==> src/rtl/led_pattern_scheduler_pkg.sv <==
// Shared definitions for the DE2 green-LED pattern scheduler.
//   - mode codes (MODE_SHL .. MODE_BLINK) and bounce direction
//   - LED_W, SPEED_MAX and the LEDG reset pattern
//   - next_pattern(): the one-step pattern advance used by the top level
package led_pattern_scheduler_pkg;

    localparam int               LED_W     = 9;
    localparam logic [2:0]       SPEED_MAX = 3'd7;
    localparam logic [LED_W-1:0] LEDG_RST  = 9'h001;

    typedef enum logic [1:0] {
        MODE_SHL    = 2'd0,
        MODE_SHR    = 2'd1,
        MODE_BOUNCE = 2'd2,
        MODE_BLINK  = 2'd3
    } mode_t;

    typedef enum logic {
        DIR_LEFT  = 1'b0,
        DIR_RIGHT = 1'b1
    } dir_t;

    typedef struct packed {
        logic [LED_W-1:0] ledg;
        dir_t             dir;
    } pattern_t;

    // Pattern after one step. BOUNCE turns around at the end bits so the
    // walking bit never leaves the 9-bit window.
    function automatic pattern_t next_pattern(mode_t mode, logic [LED_W-1:0] ledg, dir_t dir);
        pattern_t p;
        p.ledg = ledg;
        p.dir  = dir;
        case (mode)
            MODE_SHL: p.ledg = {ledg[LED_W-2:0], ledg[LED_W-1]};
            MODE_SHR: p.ledg = {ledg[0], ledg[LED_W-1:1]};
            MODE_BOUNCE: begin
                if (dir == DIR_LEFT) begin
                    if (ledg[LED_W-1]) begin
                        p.dir  = DIR_RIGHT;
                        p.ledg = ledg >> 1;
                    end else begin
                        p.ledg = ledg << 1;
                    end
                end else begin
                    if (ledg[0]) begin
                        p.dir  = DIR_LEFT;
                        p.ledg = ledg << 1;
                    end else begin
                        p.ledg = ledg >> 1;
                    end
                end
            end
            default: p.ledg = {{(LED_W-1){1'b0}}, ~ledg[0]};  // MODE_BLINK
        endcase
        return p;
    endfunction

endpackage

==> src/rtl/led_pattern_scheduler_key_debounce.sv <==
// key_debounce: one pushbutton conditioner.
//   2-flop synchroniser followed by a stable-level counter. A new level is
//   accepted after it has differed from the accepted level for DEBOUNCE_CYC
//   consecutive cycles; any gap restarts the count. An accepted 1->0 edge
//   produces a one-cycle press pulse; releases produce nothing.
// Ports:
//   CLOCK_50  in  system clock
//   RESET     in  synchronous active-high reset (state returns to released)
//   key_n     in  raw active-low button, asynchronous
//   press     out one-cycle pulse on an accepted press
module key_debounce #(
    parameter int DEBOUNCE_CYC = 1_000_000
) (
    input  logic CLOCK_50,
    input  logic RESET,
    input  logic key_n,
    output logic press
);

    localparam int              CNT_W    = $clog2(DEBOUNCE_CYC + 1);
    localparam logic [CNT_W-1:0] CNT_LAST = CNT_W'(DEBOUNCE_CYC - 1);

    logic             sync_1;
    logic             sync_2;
    logic             accepted;
    logic [CNT_W-1:0] stable_cnt;

    always_ff @(posedge CLOCK_50) begin
        if (RESET) begin
            sync_1     <= 1'b1;
            sync_2     <= 1'b1;
            accepted   <= 1'b1;
            stable_cnt <= '0;
            press      <= 1'b0;
        end else begin
            sync_1 <= key_n;
            sync_2 <= sync_1;
            press  <= 1'b0;
            if (sync_2 != accepted) begin
                // This cycle is the DEBOUNCE_CYC-th consecutive mismatch.
                if (stable_cnt == CNT_LAST) begin
                    accepted   <= sync_2;
                    stable_cnt <= '0;
                    press      <= ~sync_2;
                end else begin
                    stable_cnt <= stable_cnt + 1'b1;
                end
            end else begin
                stable_cnt <= '0;
            end
        end
    end

endmodule

==> src/rtl/led_pattern_scheduler.sv <==
// led_pattern_scheduler: pushbutton-controlled LED pattern sequencer.
//   Debounces KEY[3:0] into press events, keeps mode/speed/run registers,
//   runs a prescaler of period BASE_DIV << (7-SPEED) and advances the LEDG
//   pattern (SHL, SHR, BOUNCE, BLINK) once per prescaler wrap.
// Ports:
//   CLOCK_50  in   system clock
//   RESET     in   synchronous active-high reset
//   KEY[3:0]  in   raw active-low buttons: 0 run/pause, 1 next mode,
//                  2 speed up, 3 speed down
//   LEDG[8:0] out  registered pattern
//   MODE[1:0] out  current mode (also the observable control state)
//   SPEED[2:0]out  speed index, 0 slowest .. 7 fastest
//   RUNNING   out  1 while the pattern advances
//   TICK      out  high in the cycle LEDG shows a new step
import led_pattern_scheduler_pkg::*;

module led_pattern_scheduler #(
    parameter int BASE_DIV     = 2_000_000,
    parameter int DEBOUNCE_CYC = 1_000_000,
    parameter int SPEED_RST    = 3
) (
    input  logic       CLOCK_50,
    input  logic       RESET,
    input  logic [3:0] KEY,
    output logic [8:0] LEDG,
    output logic [1:0] MODE,
    output logic [2:0] SPEED,
    output logic       RUNNING,
    output logic       TICK
);

    localparam logic [31:0] BASE_PERIOD = 32'(BASE_DIV);
    localparam logic [2:0]  SPEED_INIT  = 3'(SPEED_RST);

    logic [3:0] press;
    logic       ev_run;
    logic       ev_mode;
    logic       ev_up;
    logic       ev_dn;

    for (genvar i = 0; i < 4; i++) begin : g_key
        key_debounce #(
            .DEBOUNCE_CYC(DEBOUNCE_CYC)
        ) u_key_debounce (
            .CLOCK_50(CLOCK_50),
            .RESET   (RESET),
            .key_n   (KEY[i]),
            .press   (press[i])
        );
    end

    assign ev_run  = press[0];
    assign ev_mode = press[1];
    assign ev_up   = press[2];
    assign ev_dn   = press[3];

    // State registers and their next values.
    mode_t            mode_q,  mode_d;
    logic [2:0]       speed_q, speed_d;
    logic             run_q,   run_d;
    logic             tick_q,  tick_d;
    logic [31:0]      presc_q, presc_d;
    logic [LED_W-1:0] ledg_q,  ledg_d;
    dir_t             dir_q,   dir_d;

    logic [31:0] period_m1;
    logic        at_wrap;
    logic        step;
    pattern_t    nxt;

    assign period_m1 = (BASE_PERIOD << (SPEED_MAX - speed_q)) - 32'd1;
    assign at_wrap   = (presc_q == period_m1);
    assign nxt       = next_pattern(mode_q, ledg_q, dir_q);

    // Process 1: state register.
    always_ff @(posedge CLOCK_50) begin
        if (RESET) begin
            mode_q  <= MODE_SHL;
            speed_q <= SPEED_INIT;
            run_q   <= 1'b1;
            tick_q  <= 1'b0;
            presc_q <= '0;
            ledg_q  <= LEDG_RST;
            dir_q   <= DIR_LEFT;
        end else begin
            mode_q  <= mode_d;
            speed_q <= speed_d;
            run_q   <= run_d;
            tick_q  <= tick_d;
            presc_q <= presc_d;
            ledg_q  <= ledg_d;
            dir_q   <= dir_d;
        end
    end

    // Process 2: next state. Step decisions use the current RUNNING and
    // SPEED; a mode change takes priority over a step on the same edge.
    // A speed change clears the prescaler but does not cancel a wrap that
    // lands on the same edge (the prescaler ends at 0 either way).
    always_comb begin
        mode_d  = mode_q;
        speed_d = speed_q;
        run_d   = run_q;
        presc_d = presc_q;
        ledg_d  = ledg_q;
        dir_d   = dir_q;
        step    = run_q && at_wrap && !ev_mode;
        tick_d  = step;

        if (ev_run) begin
            run_d = ~run_q;
        end

        if (ev_up && !ev_dn && speed_q != SPEED_MAX) begin
            speed_d = speed_q + 3'd1;
        end else if (ev_dn && !ev_up && speed_q != 3'd0) begin
            speed_d = speed_q - 3'd1;
        end

        if (ev_mode || ev_up || ev_dn) begin
            presc_d = '0;
        end else if (run_q) begin
            presc_d = at_wrap ? 32'd0 : presc_q + 32'd1;
        end

        if (ev_mode) begin
            mode_d = mode_t'(mode_q + 2'd1);
            ledg_d = LEDG_RST;
            dir_d  = DIR_LEFT;
        end else if (step) begin
            ledg_d = nxt.ledg;
            dir_d  = nxt.dir;
        end
    end

    // Process 3: outputs, all straight from registers.
    assign LEDG    = ledg_q;
    assign MODE    = mode_q;
    assign SPEED   = speed_q;
    assign RUNNING = run_q;
    assign TICK    = tick_q;

endmodule
==> config.mk <==
export PLATFORM = sky130hd
export DESIGN_NAME = led_pattern_scheduler
export DESIGN_NICKNAME = d
export VERILOG_FILES = /design/src/rtl/led_pattern_scheduler_pkg.sv /design/src/rtl/led_pattern_scheduler_key_debounce.sv /design/src/rtl/led_pattern_scheduler.sv
export SDC_FILE = /design/constraint.sdc
export NUM_CORES = 1
export LEC_CHECK = 0
export ABC_AREA = 1
export CELL_PAD_IN_SITES_DETAIL_PLACEMENT = 2
export CELL_PAD_IN_SITES_GLOBAL_PLACEMENT = 2
export CORE_ASPECT_RATIO = 1.25
export CORE_MARGIN = 4
export CORE_UTILIZATION = 38
export CTS_CLUSTER_DIAMETER = 80
export DETAILED_ROUTE_END_ITERATION = 8
export PLACE_DENSITY = 0.95
export SYNTH_ARGS = -nofsm -noshare
export SYNTH_HDL_FRONTEND = slang
export SYNTH_SLANG_ARGS = --single-unit
==> constraint.sdc <==
create_clock -name CLOCK_50 -period 4.6 [get_ports CLOCK_50]
set_input_delay 0.92 -clock CLOCK_50 [delete_from_list [all_inputs] [get_ports CLOCK_50]]
set_output_delay 0.92 -clock CLOCK_50 [all_outputs]
set_load 0.01 [all_outputs]
# Word level (Yosys, flattened, before mapping)
# Index checks and enable logic that the tools add are counted.
[op_classes]
n_addsub = 10
multipliers = 0
n_eq_ne = 12
shifts = 1
n_bitwise = 14
div = 0
n_lt_le_gt_ge = 0
n_reduce_logical = 29
muxes = 9
[ops]
columns = ["op", "count"]
rows = [
  ["adder 20 x 1 -> 20 bit (second input constant)", 4],
  ["equality test 20 bit (second input constant)", 4],
  ["adder 32 x 1 -> 32 bit (second input constant)", 1],
  ["equality test 32 bit", 1],
  ["two-way mux 32 bit", 1],
  ["<< shifter 21 x 3 -> 32 bit (first input constant)", 1],
  ["subtractor 32 x 1 -> 32 bit (second input constant)", 1],
  ["one-hot mux 9 bit (3 select lines)", 1],
  ["OR reduction 3 bit", 8],
  ["two-way mux 9 bit", 2],
  ["inverter 1 bit", 14],
  ["two-way mux 10 bit", 1],
  ["AND reduction 2 bit", 5],
  ["logical AND 1 bit", 6],
  ["two-way mux 3 bit", 2],
  ["inequality test 1 bit", 4],
  ["OR reduction 2 bit", 2],
  ["adder 3 x 1 -> 3 bit (second input constant)", 1],
  ["zero test 1 bit", 3],
  ["inequality test 3 bit (second input constant)", 1],
  ["nonzero test 3 bit", 1],
  ["subtractor 3 x 1 -> 3 bit (second input constant)", 1],
  ["subtractor 3 bit (first input constant)", 1],
  ["adder 2 x 1 -> 2 bit (second input constant)", 1],
  ["6 further kinds", 8],
]
[word_totals]
output_inout_bits = 16
mem_bits_rw = 0
elab_cells = 102
latch_bits = 0
reg_bits = 145
mem_count = 0
inputBits = 6
romBits = 0

# Depth between registers and ports, before layout
[depth]
ltp_word = 7
mapped_depth = 21
ltp_nobuf = 20

# Cells and area by module
# From an unflattened synthesis, not the netlist that was laid out.
[hier_totals]
hier_cells = 1251
hier_area_um2 = 8426.8
[by_module_without_submodules]
columns = ["mod", "cells_each", "n_inst", "seq_area_each_um2", "area_per_inst_um2"]
rows = [
  ["key_debounce", 160, 4, 480.5, 1154.9],
  ["led_pattern_scheduler", 611, 1, 980.9, 3807.4],
]

# Worst setup path before layout
# No wires, ideal clock.
[synth_path]
path_type = "flip-flop to flip-flop"
startpoint = "reg speed_q[0] (netlist: SPEED[0])"
endpoint = "reg presc_q[24]"
arrival_ns = 2.735
setup_slack_ns = 1.756
path_buffers = 1
setup_ns = 0.109
stages_incl_launch_ff = 22
t_required_ns = 4.491
period_less_slack_ns = 2.844
path_cell_list = "dfxtp_1 inv_1 ha_1 nand2_2 ha_1 nand2_2 nor2_1 nand2_2 nor2_4 nand2_1 nand2_1 nand2_1 inv_1 nand3_1 nor2_2 nand3_2 nor2_2 nand2_4 nand2_4 buf_6 or2_1 inv_1"
[synth_via]
elab_chain_len = 5
[synth_lines]
columns = ["item", "line_no", "text"]
rows = [
  ["start: declaration", "led_pattern_scheduler.sv:59", "logic [2:0] speed_q, speed_d;"],
  ["start signal: assignment", "led_pattern_scheduler.sv:87", "speed_q <= speed_d;"],
  ["subtractor 3 bit", "led_pattern_scheduler.sv:71", "assign period_m1 = (BASE_PERIOD << (SPEED_MAX - speed_q)) - 32'd1;"],
  ["<< shifter 21 x 3 -> 32 bit", "led_pattern_scheduler.sv:71", ""],
  ["subtractor 32 x 1 -> 32 bit", "led_pattern_scheduler.sv:71", ""],
  ["equality test 32 bit", "led_pattern_scheduler.sv:72", "assign at_wrap = (presc_q == period_m1);"],
  ["two-way mux 32 bit", "led_pattern_scheduler.sv:123", "presc_d = at_wrap ? 32'd0 : presc_q + 32'd1;"],
  ["end signal: assignment", "led_pattern_scheduler.sv:90", "presc_q <= presc_d;"],
  ["end: declaration", "led_pattern_scheduler.sv:62", "logic [31:0] presc_q, presc_d;"],
]
# No other way between the ends.
# A chain may end at the register's enable or synchronous reset.

# Final worst setup path
[layout_path]
startpoint = "reg speed_q[0] (netlist: SPEED[0])"
endpoint = "reg ledg_q[6] (netlist: LEDG[6])"
[layout_via]
elab_chain_len = 6
[layout_lines]
columns = ["item", "line_no", "text"]
rows = [
  ["subtractor 3 bit", "led_pattern_scheduler.sv:71", ""],
  ["<< shifter 21 x 3 -> 32 bit", "led_pattern_scheduler.sv:71", ""],
  ["subtractor 32 x 1 -> 32 bit", "led_pattern_scheduler.sv:71", ""],
  ["equality test 32 bit", "led_pattern_scheduler.sv:72", ""],
  ["logical AND 1 bit (2 in series)", "led_pattern_scheduler.sv:107", "step = run_q && at_wrap && !ev_mode;"],
  ["end signal: assignment", "led_pattern_scheduler.sv:91", "ledg_q <= ledg_d;"],
  ["end: declaration", "led_pattern_scheduler.sv:63", "logic [LED_W-1:0] ledg_q, ledg_d;"],
]
# No other way between the ends.

==> qor.json <==
{
  "critical_path": {
    "critical_path_required_ns": 4.93,
    "worst-r2r-cell-count": 19,
    "path_max_fanout": 14,
    "crit_type": "reg -> reg",
    "cp-end-kind": "flip-flop",
    "cp.arrival_ns": 4.31,
    "regToRegEndpoint": "LEDG[6]",
    "timing.critical_path.from_type": "flip-flop",
    "r2r_start": "SPEED[0]",
    "r2r_setup_slack_ns": 0.62
  },
  "power": {
    "total_power_uw": 2810,
    "power_leakage_uw": 0.00333,
    "total_power_density_per_cell_area_nw_per_um2": 324,
    "ir_drop_mv": 0.272
  },
  "sta": {
    "finalMaxSlewViolations": 0,
    "worst_slew_pin_slew_ns": 0.989,
    "finalHoldViolCount": 0,
    "grt_setup_unrepaired": "no",
    "setup_viol_count_final": 0,
    "final.setup_skew_ns": 0.0118,
    "timing.slew.headroom_pct": 33.9,
    "min_period_ns": 3.98,
    "timing.fmax_mhz": 251,
    "final.setup.tns_ns": 0,
    "post-route-period-util_pct": 86.6
  },
  "cells_and_area": {
    "seq_area_sq_um": 2900,
    "fin_cells": 1392,
    "final_nets": 1138,
    "multi_input_area_sq_um": 3980,
    "total_of_fill_cells_in_the_finished_design": 2280,
    "post_route_cells_drive_above_1_share_pct": 7.72,
    "layout-area-overhead-vs-synth_pct": 13.8,
    "antenna-diode-count": 0
  },
  "clock_tree": {
    "ctsLongestPathBuffers": 2,
    "cts_sinks": 145,
    "cts-hold-fix-buffers": 0,
    "clk_latency_ns": 0.45,
    "clock_tree_from_tritoncts": "done",
    "tritoncts.num_buffers": 17,
    "cts_root_buf": "sky130_fd_sc_hd__clkbuf_16",
    "cts_post_setup_buffers_inserted": 0,
    "worst_setup_hold_path_clk_slew_ns": 0.06,
    "ctsResizeCount": 0,
    "ctsHtreeMaxLevel": 4
  },
  "floorplanning": {
    "core.rowCount": 57,
    "die_area_sq_um": 22400,
    "dieHeight_microns": 166,
    "die_w_microns": 135,
    "num_io_pins": 22,
    "coreArea_sq_um": 19600,
    "initial_core_util_pct": 38.8
  },
  "run": {
    "max-cap-violations": 0
  },
  "yosys": {
    "dominantRegCellSynth": "sky130_fd_sc_hd__dfxtp_1",
    "synth_cell_type_count": 45,
    "synth_sequential_area_ratio_pct": 38.1,
    "postSynthRegisterBits": 145,
    "yosys_warnings": 0,
    "ys_async_sr_fraction_pct": 0,
    "syn_avg_cell_area_sq_um": 7.00,
    "synthesis.instances": 1089,
    "synth_edf_count": 0,
    "postSynthNetCount": 1113,
    "synth_area_sq_um": 7620
  },
  "min_path": {
    "min_delay_worst_endpoint": "g_key[2].u_key_debounce.sync_2",
    "holdPathStages": 1,
    "min_path_type": "reg -> reg",
    "hold_start": "g_key[2].u_key_debounce.sync_1"
  },
  "grt": {
    "grt_overflow_total": 0,
    "grt_pass1_vias": 9303,
    "groute.usage.overall_pct": 30.5,
    "maximum_number_of_pins_on_one_net_before_global_route_repair": 21,
    "grt_first_pass_wirelength_microns": 53400,
    "initial_antenna_violation_count": 1
  },
  "outcome": {
    "outcome": "complete, no violations"
  },
  "routing": {
    "drt-pass1-iter-count": 4,
    "vias_per_cell": 5.69,
    "route.final.wire_length_microns": 32900,
    "antenna_violating_nets_post_route": 0,
    "vias": 7919,
    "wl_per_cell_microns": 23.6,
    "dr.first_iter.drc_count": 505,
    "route.detailed.drc": 0
  },
  "placed_design": {
    "hpwl_after_detailed_placement_microns": 20000,
    "port-buffer-count": 21,
    "globalplace.congestion": 0.839,
    "placed_cells_incl_taps": 1360
  }
}
==> worst max-delay path, stage by stage (launching register included) <==
cell	delay [ns]
sky130_fd_sc_hd__dfxtp_1	0.71
sky130_fd_sc_hd__inv_1	0.32
sky130_fd_sc_hd__ha_1	0.33
sky130_fd_sc_hd__nand2_2	0.13
sky130_fd_sc_hd__ha_1	0.21
sky130_fd_sc_hd__nand2_2	0.09
sky130_fd_sc_hd__nor2_1	0.23
sky130_fd_sc_hd__nand2_2	0.14
sky130_fd_sc_hd__nor2_2	0.16
sky130_fd_sc_hd__nand2_1	0.09
sky130_fd_sc_hd__nand2_1	0.09
sky130_fd_sc_hd__nand2_1	0.08
sky130_fd_sc_hd__nand2_1	0.09
sky130_fd_sc_hd__nand2_1	0.09
sky130_fd_sc_hd__nor2_2	0.15
sky130_fd_sc_hd__nand4_1	0.29
sky130_fd_sc_hd__nor2_4	0.31
sky130_fd_sc_hd__nand3_1	0.14
sky130_fd_sc_hd__nand2_1	0.13
sky130_fd_sc_hd__nor2_1	0.07
==> worst max-delay path by stage <==
stage | startpoint | end | slack [ns]
2_1_floorplan | SPEED[0] | presc_q[24] | 1.76
3_3_place_gp | SPEED[0] | LEDG[7] | 1.23
3_5_place_dp | SPEED[0] | LEDG[7] | 1.01
4_1_cts | SPEED[0] | LEDG[6] | 0.74
5_1_grt | SPEED[0] | LEDG[3] | 0.44
6_report | SPEED[0] | LEDG[6] | 0.62
==> kinds of logic after synthesis <==
logic type / count (synthesis) / share of synthesized area, %
flops: 145 / 38.1
buf+inv: 184 / 9.71
compound gates: 114 / 7.95
xor+xnor: 47 / 5.40
fa+ha+maj: 18 / 3.05
mux: 1 / 0.131
simple gates: 580 / 35.7
==> sequential cells by signal, summed over array words and instances, names as in the netlist <==
name                             count
g_key.u_key_debounce.stable_cnt     80
presc_q                             32
LEDG                                 9
g_key.u_key_debounce.accepted        4
g_key.u_key_debounce.press           4
g_key.u_key_debounce.sync_1          4
g_key.u_key_debounce.sync_2          4
SPEED                                3
MODE                                 2
RUNNING                              1
TICK                                 1
dir_q                                1
==> cell usage after synthesis, types with 3 or more instances <==
cell type | n | area [sq um]
sky130_fd_sc_hd__nand3b_1 | 3 | 22.5
sky130_fd_sc_hd__or2_2 | 22 | 138
sky130_fd_sc_hd__a21oi_1 | 62 | 310
sky130_fd_sc_hd__nand2_4 | 3 | 33.8
sky130_fd_sc_hd__nor4_1 | 19 | 119
sky130_fd_sc_hd__nor2_4 | 5 | 56.3
sky130_fd_sc_hd__xnor2_1 | 11 | 96.3
sky130_fd_sc_hd__and3_1 | 3 | 18.8
sky130_fd_sc_hd__nor2_1 | 124 | 465
sky130_fd_sc_hd__o21ai_1 | 4 | 20.0
sky130_fd_sc_hd__o21a_1 | 5 | 37.5
sky130_fd_sc_hd__nor3b_1 | 5 | 37.5
sky130_fd_sc_hd__or2_1 | 3 | 18.8
sky130_fd_sc_hd__nand4_1 | 38 | 238
sky130_fd_sc_hd__nand3_1 | 67 | 335
sky130_fd_sc_hd__clkbuf_1 | 12 | 45.0
sky130_fd_sc_hd__nand2_1 | 207 | 777
sky130_fd_sc_hd__o21ai_0 | 34 | 170
sky130_fd_sc_hd__nand3_2 | 3 | 30.0
sky130_fd_sc_hd__dfxtp_1 | 145 | 2900
sky130_fd_sc_hd__xor2_1 | 36 | 315
sky130_fd_sc_hd__nand2_2 | 12 | 75.1
sky130_fd_sc_hd__nor2_2 | 10 | 62.6
sky130_fd_sc_hd__nor3_1 | 52 | 260
sky130_fd_sc_hd__inv_1 | 165 | 619
sky130_fd_sc_hd__ha_1 | 17 | 213
==> cell type report <==
cell class | instances | area share (%)
multi-input cells | 760 | 45.9
flip-flops and latches | 145 | 33.5
inverters | 167 | 7.29
clock buffers | 22 | 5.24
well taps | 265 | 3.82
repair buffers | 23 | 2.60
clock inverters | 10 | 1.73
==> where the power goes <==
group          internal, uW  switching (uW)
Combinational          14.2            29.3
Sequential             1260            6.27
Clock                   878             621
==> metrics by stage <==
stage	utilization [%]	hold slack (ns)	setup slack (ns)	area, sq um
final	44.2	0.441	0.617	8670
after global routing	44.2	0.445	0.444	8670
after CTS	44.2	0.443	0.739	8670
after detailed placement	41.1	0.409	1.01	8070
after global placement	41.1	0.398	1.23	8070
after floorplan	-	0.389	1.76	7620
==> layout by cell type (no fill, tap or decap), types with 10 or more instances in the layout <==
cell,Yosys,routed
sky130_fd_sc_hd__xor2_1,36,36
sky130_fd_sc_hd__nand4_1,38,38
sky130_fd_sc_hd__xnor2_1,11,11
sky130_fd_sc_hd__nor4_1,19,19
sky130_fd_sc_hd__nor2_2,10,10
sky130_fd_sc_hd__or2_2,22,22
sky130_fd_sc_hd__nor2_1,124,124
sky130_fd_sc_hd__o21ai_0,34,34
sky130_fd_sc_hd__a21oi_1,62,62
sky130_fd_sc_hd__clkbuf_16,0,17
sky130_fd_sc_hd__nand2_2,12,12
sky130_fd_sc_hd__nor3_1,52,52
sky130_fd_sc_hd__ha_1,17,17
sky130_fd_sc_hd__clkdlybuf4s50_1,0,21
sky130_fd_sc_hd__dfxtp_1,145,145
sky130_fd_sc_hd__inv_1,165,165
sky130_fd_sc_hd__nand3_1,67,67
sky130_fd_sc_hd__nand2_1,207,207
==> per-layer routing <==
metal / global-route usage, % / vias to the layer above / wire, microns
li1: - / 3561 / -
met1: 33.2 / 4051 / 13000
met2: 55.5 / 209 / 17400
met3: 5.70 / 96 / 1030
met4: 15.5 / 2 / 1470
met5: 0 / - / 7
Power figures use the tool's default switching activity.
